### src/rtl/signal_pkg.sv
// Shared phase codes, segment constants and the 0-9 seven-segment font
// used by the signal-lamp display blocks.
package signal_pkg;

    typedef enum logic [1:0] {
        STATE_STOP    = 2'd0,
        STATE_DASH    = 2'd1,
        STATE_GO      = 2'd2,
        STATE_ILLEGAL = 2'd3
    } phase_t;

    localparam logic [6:0] SEG_BLANK = 7'h00;
    localparam logic [6:0] SEG_DASH  = 7'h40;
    localparam logic [6:0] SEG_ALL   = 7'h7F;

    // Segment order is {g,f,e,d,c,b,a}; anything above 9 is blank.
    function automatic logic [6:0] seg_font(input logic [3:0] digit);
        case (digit)
            4'd0:    seg_font = 7'h3F;
            4'd1:    seg_font = 7'h06;
            4'd2:    seg_font = 7'h5B;
            4'd3:    seg_font = 7'h4F;
            4'd4:    seg_font = 7'h66;
            4'd5:    seg_font = 7'h6D;
            4'd6:    seg_font = 7'h7D;
            4'd7:    seg_font = 7'h07;
            4'd8:    seg_font = 7'h7F;
            4'd9:    seg_font = 7'h6F;
            default: seg_font = SEG_BLANK;
        endcase
    endfunction

endpackage

### src/rtl/seg7_encode.sv
// Combinational BCD to seven-segment encoder; values above 9 are blanked.
module seg7_encode
    import signal_pkg::*;
(
    input  logic [3:0] bcd,
    output logic [6:0] seg
);

    always_comb begin
        seg = seg_font(bcd);
    end

endmodule

### src/rtl/signal_lamp_driver.sv
// Lamp decoder and 2-digit countdown display for the traffic phase bus.
// Optional `define LAMP_TEST_EN adds a lamp_test input forcing every lamp and segment on.
module signal_lamp_driver
    import signal_pkg::*;
#(
    parameter int PHASE_SEC  = 2,
    parameter int MS_PER_SEC = 1000,
    parameter int MUX_MS     = 5,
    parameter int BLINK_MS   = 250
) (
    input  logic       clk_1KHz,
    input  logic       rst_n,
    input  logic [1:0] fsm_state,
`ifdef LAMP_TEST_EN
    input  logic       lamp_test,
`endif
    output logic       lamp_red,
    output logic       lamp_amber,
    output logic       lamp_green,
    output logic [6:0] seg,
    output logic [1:0] digit_en,
    output logic       state_err
);

    localparam int MS_W    = (MS_PER_SEC > 1) ? $clog2(MS_PER_SEC) : 1;
    localparam int MUX_W   = (MUX_MS > 1) ? $clog2(MUX_MS) : 1;
    localparam int BLINK_W = (BLINK_MS > 1) ? $clog2(BLINK_MS) : 1;
    localparam int SEC_W   = 7;

    localparam logic [MS_W-1:0]    MS_LAST    = MS_W'(MS_PER_SEC - 1);
    localparam logic [MUX_W-1:0]   MUX_LAST   = MUX_W'(MUX_MS - 1);
    localparam logic [BLINK_W-1:0] BLINK_LAST = BLINK_W'(BLINK_MS - 1);
    localparam logic [SEC_W-1:0]   SEC_LOAD   = SEC_W'(PHASE_SEC);
    localparam logic [6:0]         RESET_SEG  = seg_font(4'(PHASE_SEC % 10));

    phase_t               state_q, prev_q;
    logic [MS_W-1:0]      ms_cnt, ms_n;
    logic [SEC_W-1:0]     sec_left, sec_n;
    logic [MUX_W-1:0]     mux_cnt, mux_n;
    logic [BLINK_W-1:0]   blink_cnt, blink_cnt_n;
    logic                 blink, blink_n;
    logic                 tens_sel, tens_sel_n;
    logic                 chg;
    logic [SEC_W-1:0]     tens_val, units_val;
    logic [3:0]           bcd_sel;
    logic [6:0]           seg_digit, seg_n;
    logic                 red_n, amber_n, green_n;

    assign chg = (state_q != prev_q);

    // Next-state of the timing counters; a phase change reloads everything it owns.
    always_comb begin
        ms_n        = ms_cnt;
        sec_n       = sec_left;
        blink_cnt_n = blink_cnt;
        blink_n     = blink;
        mux_n       = mux_cnt;
        tens_sel_n  = tens_sel;
        if (chg) begin
            ms_n        = '0;
            sec_n       = SEC_LOAD;
            blink_cnt_n = '0;
            blink_n     = 1'b0;
        end else begin
            if (ms_cnt == MS_LAST) begin
                ms_n = '0;
                if (sec_left != '0) sec_n = sec_left - 1'b1;
            end else begin
                ms_n = ms_cnt + 1'b1;
            end
            if (blink_cnt == BLINK_LAST) begin
                blink_cnt_n = '0;
                blink_n     = ~blink;
            end else begin
                blink_cnt_n = blink_cnt + 1'b1;
            end
        end
        if (mux_cnt == MUX_LAST) begin
            mux_n      = '0;
            tens_sel_n = ~tens_sel;
        end else begin
            mux_n = mux_cnt + 1'b1;
        end
    end

    assign tens_val  = sec_n / 7'd10;
    assign units_val = sec_n % 7'd10;
    assign bcd_sel   = tens_sel_n ? ((tens_val == '0) ? 4'hF : 4'(tens_val)) : 4'(units_val);

    seg7_encode u_seg7_encode (
        .bcd (bcd_sel),
        .seg (seg_digit)
    );

    // Output decode uses the next blink/count values so registered outputs line up with the counters.
    always_comb begin
        red_n   = 1'b0;
        amber_n = 1'b0;
        green_n = 1'b0;
        seg_n   = seg_digit;
        case (state_q)
            STATE_STOP: red_n   = 1'b1;
            STATE_GO:   green_n = 1'b1;
            STATE_DASH: amber_n = blink_n;
            default: begin
                red_n = blink_n;
                seg_n = SEG_DASH;
            end
        endcase
`ifdef LAMP_TEST_EN
        if (lamp_test) begin
            red_n   = 1'b1;
            amber_n = 1'b1;
            green_n = 1'b1;
            seg_n   = SEG_ALL;
        end
`endif
    end

    always_ff @(posedge clk_1KHz or negedge rst_n) begin
        if (!rst_n) begin
            state_q    <= STATE_STOP;
            prev_q     <= STATE_STOP;
            ms_cnt     <= '0;
            sec_left   <= SEC_LOAD;
            mux_cnt    <= '0;
            blink_cnt  <= '0;
            blink      <= 1'b0;
            tens_sel   <= 1'b0;
            lamp_red   <= 1'b1;
            lamp_amber <= 1'b0;
            lamp_green <= 1'b0;
            seg        <= RESET_SEG;
            digit_en   <= 2'b10;
            state_err  <= 1'b0;
        end else begin
            state_q    <= phase_t'(fsm_state);
            prev_q     <= state_q;
            ms_cnt     <= ms_n;
            sec_left   <= sec_n;
            mux_cnt    <= mux_n;
            blink_cnt  <= blink_cnt_n;
            blink      <= blink_n;
            tens_sel   <= tens_sel_n;
            lamp_red   <= red_n;
            lamp_amber <= amber_n;
            lamp_green <= green_n;
            seg        <= seg_n;
            digit_en   <= tens_sel_n ? 2'b01 : 2'b10;
            state_err  <= state_err | (fsm_state == STATE_ILLEGAL);
        end
    end

endmodule

### config.mk
export PLATFORM = sky130hd
export DESIGN_NAME = signal_lamp_driver
export DESIGN_NICKNAME = d
export VERILOG_FILES = /design/src/rtl/signal_pkg.sv /design/src/rtl/seg7_encode.sv /design/src/rtl/signal_lamp_driver.sv
export SDC_FILE = /design/constraint.sdc
export NUM_CORES = 1
export LEC_CHECK = 0
export ABC_AREA = 1
export BUFFER_PORTS_ARGS = -buffer_cell sky130_fd_sc_hd__buf_2
export CELL_PAD_IN_SITES_DETAIL_PLACEMENT = 2
export CELL_PAD_IN_SITES_GLOBAL_PLACEMENT = 2
export CORE_ASPECT_RATIO = 2
export CORE_MARGIN = 4
export CORE_UTILIZATION = 38
export DETAILED_ROUTE_END_ITERATION = 10
export GPL_ROUTABILITY_DRIVEN = 0
export GPL_TIMING_DRIVEN = 0
export PLACE_DENSITY = 0.78
export SLEW_MARGIN = 20
export SYNTH_ARGS = -nofsm -noshare
export SYNTH_HDL_FRONTEND = slang
export SYNTH_HIERARCHICAL = 1
export SYNTH_SLANG_ARGS = --single-unit
### constraint.sdc
create_clock -name clk_1KHz -period 8.85 [get_ports clk_1KHz]
set_input_delay 1.3275 -clock clk_1KHz [delete_from_list [all_inputs] [get_ports clk_1KHz]]
set_output_delay 1.3275 -clock clk_1KHz [all_outputs]
set_load 0.1 [all_outputs]
==> metrics.md, run 1 <==
| Metric | Value |
|---|---|
| Run status | `finished clean` |
| # setup viols final | `0` |
| Max IR drop VDD | `between 0.06 and 0.07 mV` |
| Syn Nets | `between 300 and 400` |
| Total detailed-routing wirelength | `roughly 7300 µm` |
| Share of the yosys chip area belonging to registers | `between 40 and 50%` |
| Initial DRT Pass Iterations | `4` |
| Number of warnings issued by yosys | `6` |
| Maximum clock path buffer count | `2` |
| Maximum number of pins on one net before global-route repair | `47` |
| Clock-pin slew of the registers on the worst-case setup and hold paths | `~0.06 ns` |
| Num rows | `44` |
| TritonCTS Buffers | `5` |
| Setup Fix Bufs, Post-CTS | `0` |
| Largest fanout of any net on the critical path | `6` |
| Met2 WL | `around 4600 µm` |
| Synth Flop Type | `dfrtp_1` |
| Largest cells by area after synthesis | `dfrtp_1, nand2_1, dfstp_2` |
| Leading cell types by count after synthesis | `nand2_1, inv_1, dfrtp_1` |
| Share of flip-flops with an asynchronous set or reset after synthesis | `100%` |
| Starting density of the core | `39.1%` |
| Startpoint type of the worst setup path | `flop` |
| Detail Route Antenna Nets | `0` |
| Dominant cell type by count on the critical path | `nand2_1` |
| Max-cap violations | `0` |
| Number of buffers added to fix hold violations after cts | `0` |
| Root buffer cell | `clkbuf_16` |
| Vias after detailed routing | `around 2400` |
| Setup slack after layout | `4.02 ns` |
| Top cell type by total area after synthesis | `dfrtp_1` |
| Starting DRC count in detailed routing | `26` |
| Worst-path cell with the longest stage delay | `dfrtp_1` |
| Count of antenna diodes in the layout | `0` |
| Global-route wire length before repair | `around 13000 µm` |
| Per-cell routed wire length | `15.4 µm` |
| Synthesis-to-layout area growth | `12.0%` |
| Slew Limit Fails | `0` |
| Final HPWL from detailed placement | `between 5000 and 6000 µm` |
| Worst Path Arrival | `roughly 5 ns` |
| Area of the mapped netlist | `roughly 2800 µm²` |
| Unrepaired setup endpoints after global routing | `false` |
| Buffers added on ports | `16` |
| Total GRT Usage | `between 10% and 20%` |
| Clock net sink count | `between 40 and 50` |
| Min-Delay Path Class | `flop to flop` |
| Leakage | `~1.7 nW` |
| Standard cell core area | `roughly 7300 µm²` |
| Synthesized flop and latch total | `46` |
| Average cell area after synthesis | `between 7 and 8 µm²` |
| Worst slew pin tran | `0.618 ns` |
| Cell with the most instances after synthesis | `nand2_1` |
| Maximum clock frequency | `a little over 0.2 GHz` |
| Global-route congestion overflow total | `0` |
| Number of top-level pins | `17` |
| Worst clock skew | `0.00498 ns` |
| Clock latency at the later pin of the worst-skew pair | `0.29 ns` |
| Met1 WL | `between 2000 and 2500 µm` |
| Number of global-route vias before repair | `around 2700` |
| Share of final-layout standard cells stronger than drive strength 1 | `about 22%` |
| Tcrit/Tclk final | `between 50% and 60%` |
| CTS tree | `yes` |
| Met3 routed wirelength | `82 µm` |
| Area of the die | `9000 µm²` |
| Number of endpoints with negative hold slack in the final report | `0` |
| Gate count of the mapped netlist | `360` |
| Final-layout setup total negative slack | `0 ns` |
| Number of enable flip-flop cells after synthesis | `0` |
| Period minus WS final | `about 4.8 ns` |
| Class of the most critical setup path | `flop to flop` |
| Total power per unit cell area | `135 nW/µm²` |
| Floorplan die height | `130 µm` |
| Required time of the critical path | `about 9.1 ns` |
| Number of design rule violations left after detail routing | `0` |
| Total Power | `roughly 430 µW` |
| Post-DR vias/cell | `around 5` |
| Worst Setup End Kind | `flop` |
| Slew Limit Headroom | `roughly 60%` |
| Number of distinct library cell variants in the gate-level netlist after synthesis | `36` |
| H-tree depth reported by CTS | `2` |
| Max Used Layer | `met4` |
| CTS-repair resized insts | `0` |
| Initial antenna violation count | `0` |
| Horizontal extent of the die | `between 60 and 70 µm` |
| Largest stage delay, worst path | `around 0.4 ns` |
| Fraction of post-synthesis cell area in the top cell type by area | `roughly a third` |
| Worst slack after detailed placement | `about 3.9 ns` |
| Final net count | `~400` |
critical path: cells and delay by family, from the launching register on:
family	cells	cell delay [ns]
and+or+nand+nor	28	2.85
buffers and inverters	8	0.64
DFF	1	0.39
adders and majority gates	4	0.87
per-layer routing:
| layer | up-vias | GRT usage, % |
|---|---|---|
| met5 | - | 0 |
| met4 | 0 | 8.40 |
| met3 | 15 | 1.85 |
| met2 | 18 | 38.1 |
| met1 | 1164 | 16.7 |
| li1 | 1158 | - |
placed cells by master, fill, tap and decap left out, types with 3 or more instances in the layout:
| master | count |
|---|---|
| inv_2 | 8 |
| nand3_2 | 12 |
| xor2_1 | 4 |
| nand2_1 | 88 |
| dfstp_2 | 8 |
| nand2_4 | 3 |
| nand4_1 | 5 |
| nor2_2 | 4 |
| dfrtp_1 | 38 |
| o21ai_0 | 8 |
| nor3_1 | 6 |
| nand2_2 | 18 |
| clkbuf_16 | 5 |
| inv_1 | 53 |
| ha_1 | 15 |
| nor2_1 | 35 |
| a21oi_1 | 11 |
| nand3_1 | 21 |
| buf_2 | 15 |
where the power goes:
part | internal (mW) | switching [mW]
Sequential | 0.214 | 0.00284
Combinational | 0.00535 | 0.0199
Clock | 0.105 | 0.0823
Total | 0.324 | 0.105
flip-flops by register name, summed over array words and instances, names as in the netlist:
signal / cells
sec_left: 7
lamp_amber: 1
seg: 7
state_err: 1
lamp_red: 1
digit_en: 2
mux_cnt: 3
blink: 1
lamp_green: 1
prev_q: 2
ms_cnt: 10
blink_cnt: 8
state_q: 2
area by class of cell:
| class | count | area, µm² |
|---|---|---|
| Multi-Input combinational cell | 251 | 1440 |
| Buffer | 1 | 7.51 |
| Fill cell | 906 | 4090 |
| Sequential cell | 46 | 1160 |
| Tap cell | 92 | 115 |
| Clock buffer | 6 | 129 |
| Inverter | 62 | 233 |
| Timing Repair Buffer | 16 | 82.6 |
| Clock inverter | 2 | 13.8 |
final timing paths:
check                                           start                      to  slack (ns)  cells after the start
worst max-delay path            sec_left[0]$_DFF_PN0_        seg[3]$_DFF_PN1_        4.02                     40
worst min-delay path             mux_cnt[0]$_DFF_PN0_    mux_cnt[0]$_DFF_PN0_        0.47                      1
worst max register to register  sec_left[0]$_DFF_PN0_        seg[3]$_DFF_PN1_        4.02                     40
worst min register to register   mux_cnt[0]$_DFF_PN0_    mux_cnt[0]$_DFF_PN0_        0.47                      1
max in group asynchronous                       rst_n  blink_cnt[0]$_DFF_PN0_        7.38                      1
min in group asynchronous                       rst_n     ms_cnt[8]$_DFF_PN0_        1.04                      1
cell families after synthesis:
family	after synthesis	share of synthesized area [%]
simple gates	203	36.7
xor+xnor	6	1.85
fa+ha+maj	15	6.61
compound gates	27	5.51
flops	46	40.9
buf+inv	63	8.46
per-stage QoR:
stage	utilization [%]	cell area [µm²]	cells	hold slack (ns)
floorplan	-	2840	360	0.426
global placement	41.8	3030	468	0.454
detailed placement	41.8	3030	468	0.461
CTS	43.7	3180	476	0.472
global route	43.8	3180	476	0.483
finish	43.8	3180	476	0.465
No activity file was read; power rests on OpenSTA's default activity.
==> run 2, diff against run 1 <==
--- a/config.mk
+++ b/config.mk
@@ -11,11 +11,11 @@
 export CELL_PAD_IN_SITES_GLOBAL_PLACEMENT = 2
 export CORE_ASPECT_RATIO = 2
 export CORE_MARGIN = 4
-export CORE_UTILIZATION = 38
+export CORE_UTILIZATION = 36
 export DETAILED_ROUTE_END_ITERATION = 10
 export GPL_ROUTABILITY_DRIVEN = 0
 export GPL_TIMING_DRIVEN = 0
-export PLACE_DENSITY = 0.78
+export PLACE_DENSITY = 0.75
 export SLEW_MARGIN = 20
 export SYNTH_ARGS = -nofsm -noshare
 export SYNTH_HDL_FRONTEND = slang
==> constraint.sdc (replaced) <==
create_clock -name clk_1KHz -period 4.8 [get_ports clk_1KHz]
set_input_delay 0.72 -clock clk_1KHz [delete_from_list [all_inputs] [get_ports clk_1KHz]]
set_output_delay 0.72 -clock clk_1KHz [all_outputs]
set_load 0.1 [all_outputs]
==> run 2 against run 1 <==
Fmax up 10%. Sequential power is 85% higher. Hold slack got worse by 0.040 ns. Register-to-register slack got worse by 3.6 ns. Count of clock-buffer cells in the layout decreased by 1. Total power rose by 110%. Setup slack worse by 3.6 ns. First-iteration DRC count grew 140%. Wire length increased by 2.3%. Via count is 1.4% higher. Critical path type unchanged.
==> metrics.md, run 2 (synthesis results as in run 1) <==
| Metric | Value |
|---|---|
| Run status | `finished clean` |
| Biggest regs | `ms_cnt: 10 flops, blink_cnt: 8 flops` |
| Clock net sink count | `46 (unchanged)` |
| Leakage | `1.77 nW (+3.8%)` |
| Buffers added on ports | `16 (unchanged)` |
| Path depth of the worst reg2reg path | `39 (-2.5%)` |
| Min-Delay Path Class | `input port to async pin` |
| Standard cell core area | `7660 µm² (+5.4%)` |
| Area of the die | `9460 µm² (+5.1%)` |
| Worst slack after detailed placement | `-0.0302 ns (-3.96 ns)` |
| Number of endpoints with negative hold slack in the final report | `0 (unchanged)` |
| Floorplan die height | `134 µm (+2.6%)` |
| Tcrit/Tclk final | `91.2% (+37 points)` |
| Reg-to-reg endpoint | `seg[3]$_DFF_PN1_` |
| Synthesis-to-layout area growth | `17.8%` |
| Number of flip-flops in the largest register | `10 (unchanged)` |
| Slew Limit Fails | `0 (unchanged)` |
| Source of the worst register-to-register timing path | `ms_cnt[0]$_DFF_PN0_` |
| Largest stage delay, worst path | `0.40 ns (about the same)` |
| Initial DRT Pass Iterations | `2 (-2)` |
| Detail Route Antenna Nets | `0 (unchanged)` |
| Commonest non-fill, non-tap cells in the layout | `nand2_1, inv_1, dfrtp_1` |
| Horizontal extent of the die | `70.8 µm (+2.4%)` |
| Dominant cell type by count on the critical path | `nand2_2` |
| Required time of the critical path | `5.03 ns (-4.05 ns)` |
| H-tree depth reported by CTS | `2 (unchanged)` |
| Root buffer cell | `clkbuf_16` |
| TritonCTS Buffers | `5 (unchanged)` |
| Initial antenna violation count | `0 (unchanged)` |
| Total GRT Usage | `16.9% (-1.2 points)` |
| Maximum clock frequency | `0.229 GHz (+10%)` |
| Worst clock skew | `0.00335 ns (-0.00163 ns)` |
| Setup slack after layout | `0.425 ns (-3.59 ns)` |
| R2r setup slk | `0.42 ns (-3.59 ns)` |
| Number of top-level pins | `17 (unchanged)` |
| Worst Path Arrival | `4.61 ns (-0.45 ns)` |
| Most flops, register | `ms_cnt` |
| Post-Layout Inst Area | `3340 µm² (+5.2%)` |
| Worst-path cell with the longest stage delay | `dfrtp_1` |
| Period minus WS final | `4.38 ns (-0.456 ns)` |
| Total cell area at the placement stage | `3040 µm² (about the same)` |
| # setup viols final | `0 (unchanged)` |
| Largest fanout of any net on the critical path | `8 (+2)` |
| Most common library cell in the layout ignoring fill and taps | `nand2_1` |
| Slew Limit Headroom | `59.2% (+0.34 points)` |
| Maximum clock path buffer count | `2 (unchanged)` |
| Global-route congestion overflow total | `0 (unchanged)` |
| Number of global-route vias before repair | `2655 (-1.8%)` |
| Number of design rule violations left after detail routing | `0 (unchanged)` |
| Global-route wire length before repair | `12500 µm (-3.1%)` |
| Clock latency at the later pin of the worst-skew pair | `0.30 ns (about the same)` |
| Starting DRC count in detailed routing | `63 (+140%)` |
| Count of antenna diodes in the layout | `0 (unchanged)` |
| Num rows | `45 (+2.3%)` |
| Share of final-layout standard cells stronger than drive strength 1 | `26.4% (+4.3 points)` |
| Worst Setup End Kind | `flop` |
| Total power per unit cell area | `272 nW/µm² (+100%)` |
| Per-cell routed wire length | `15.5 µm (+0.58%)` |
| Filler cells | `898 (-0.88%)` |
| Class of the most critical setup path | `flop to flop` |
| Max-cap violations | `0 (unchanged)` |
| Max IR drop VDD | `0.125 mV (+100%)` |
| Maximum number of pins on one net before global-route repair | `47 (unchanged)` |
| CTS tree | `yes` |
| Post-DR vias/cell | `4.93 (-0.27%)` |
| Post-route core utilization | `43.7% (-0.073 points)` |
| Startpoint type of the worst setup path | `flop` |
| Worst slew pin tran | `0.612 ns (-0.00510 ns)` |
| Final net count | `408 (+1.5%)` |
| Vias after detailed routing | `2388 (+1.4%)` |
| Starting density of the core | `37.1% (-2.0 points)` |
| Final HPWL from detailed placement | `5800 µm (-0.88%)` |
| Clock-pin slew of the registers on the worst-case setup and hold paths | `0.06 ns (about the same)` |
| Total detailed-routing wirelength | `7480 µm (+2.3%)` |
-- run 2: changes by cell type in the layout (fill, tap and decap cells not counted), moves of 2 or more --
cell,delta
inv_2,+3
nor2_1,-2
bufinv_16,+2
nand2_1,-2
inv_1,-3
ha_2,+2
ha_1,-3
nand3_4,+2
buf_4,+6
-- run 2: routing by layer --
metal	track usage, %	share of wire, %	vias to the layer above
li1	-	-	1176
met1	15.4	33	1191
met2	35.4	64	12
met3	1.66	1.1	9
met4	7.01	2.0	0
met5	0	0	-
-- run 2: worst max path at each step --
stage	startpoint	end	depth (start not counted)	slack [ns]
floorplan	sec_left[1]$_DFF_PN1_	seg[3]$_DFF_PN1_	39	0.90
global placement	sec_left[0]$_DFF_PN0_	seg[3]$_DFF_PN1_	40	0.15
detailed placement	sec_left[0]$_DFF_PN0_	seg[3]$_DFF_PN1_	40	-0.03
CTS	sec_left[0]$_DFF_PN0_	seg[3]$_DFF_PN1_	40	0.02
global route	ms_cnt[0]$_DFF_PN0_	seg[3]$_DFF_PN1_	39	-0.03
finish	ms_cnt[0]$_DFF_PN0_	seg[3]$_DFF_PN1_	39	0.42
-- run 2: what timing repair did --
item / in CTS / in global routing
resized for setup: 1 / 16
hold buffers: 0 / 0
pin swaps: 0 / 5
setup buffers: 0 / 6
gates cloned: 0 / 0
setup endpoints to repair: 2 / 7
-- run 2: report_power, final --
part	internal, mW	total [mW]	switching (mW)
combinational	0.0142	0.0526	0.0384
sequential	0.395	0.401	0.00593
clock	0.299	0.455	0.156
total	0.708	0.909	0.200
-- run 2: worst max-delay path: cells and delay by family (launching register included) --
family,cells,cell delay (ns)
DFF,1,0.40
and+or+nand+nor,30,2.78
adders and majority gates,4,0.80
buffers and inverters,5,0.29
-- run 2: layout make-up --
| cell class | instances | area [µm²] | area share, % |
|---|---|---|---|
| clock buffer | 5 | 125 | 3.74 |
| tap | 94 | 118 | 3.52 |
| inverter | 62 | 233 | 6.96 |
| multi-input combinational | 251 | 1500 | 45.0 |
| buffer | 1 | 7.51 | 0.224 |
| clock inverter | 3 | 68.8 | 2.06 |
| sequential | 46 | 1160 | 34.7 |
| timing repair buffer | 22 | 128 | 3.82 |
-- run 2: through the flow --
step | power (mW) | TNS, ns | cells | hold slack (ns)
2_1_floorplan | 0.437 | 0 | 360 | 0.424
3_3_place_gp | 0.453 | 0 | 470 | 0.438
3_5_place_dp | 0.456 | -0.0365 | 470 | 0.448
4_1_cts | 0.918 | 0 | 478 | 0.462
5_1_grt | 0.944 | -0.0489 | 484 | 0.472
6_report | 0.909 | 0 | 484 | 0.425
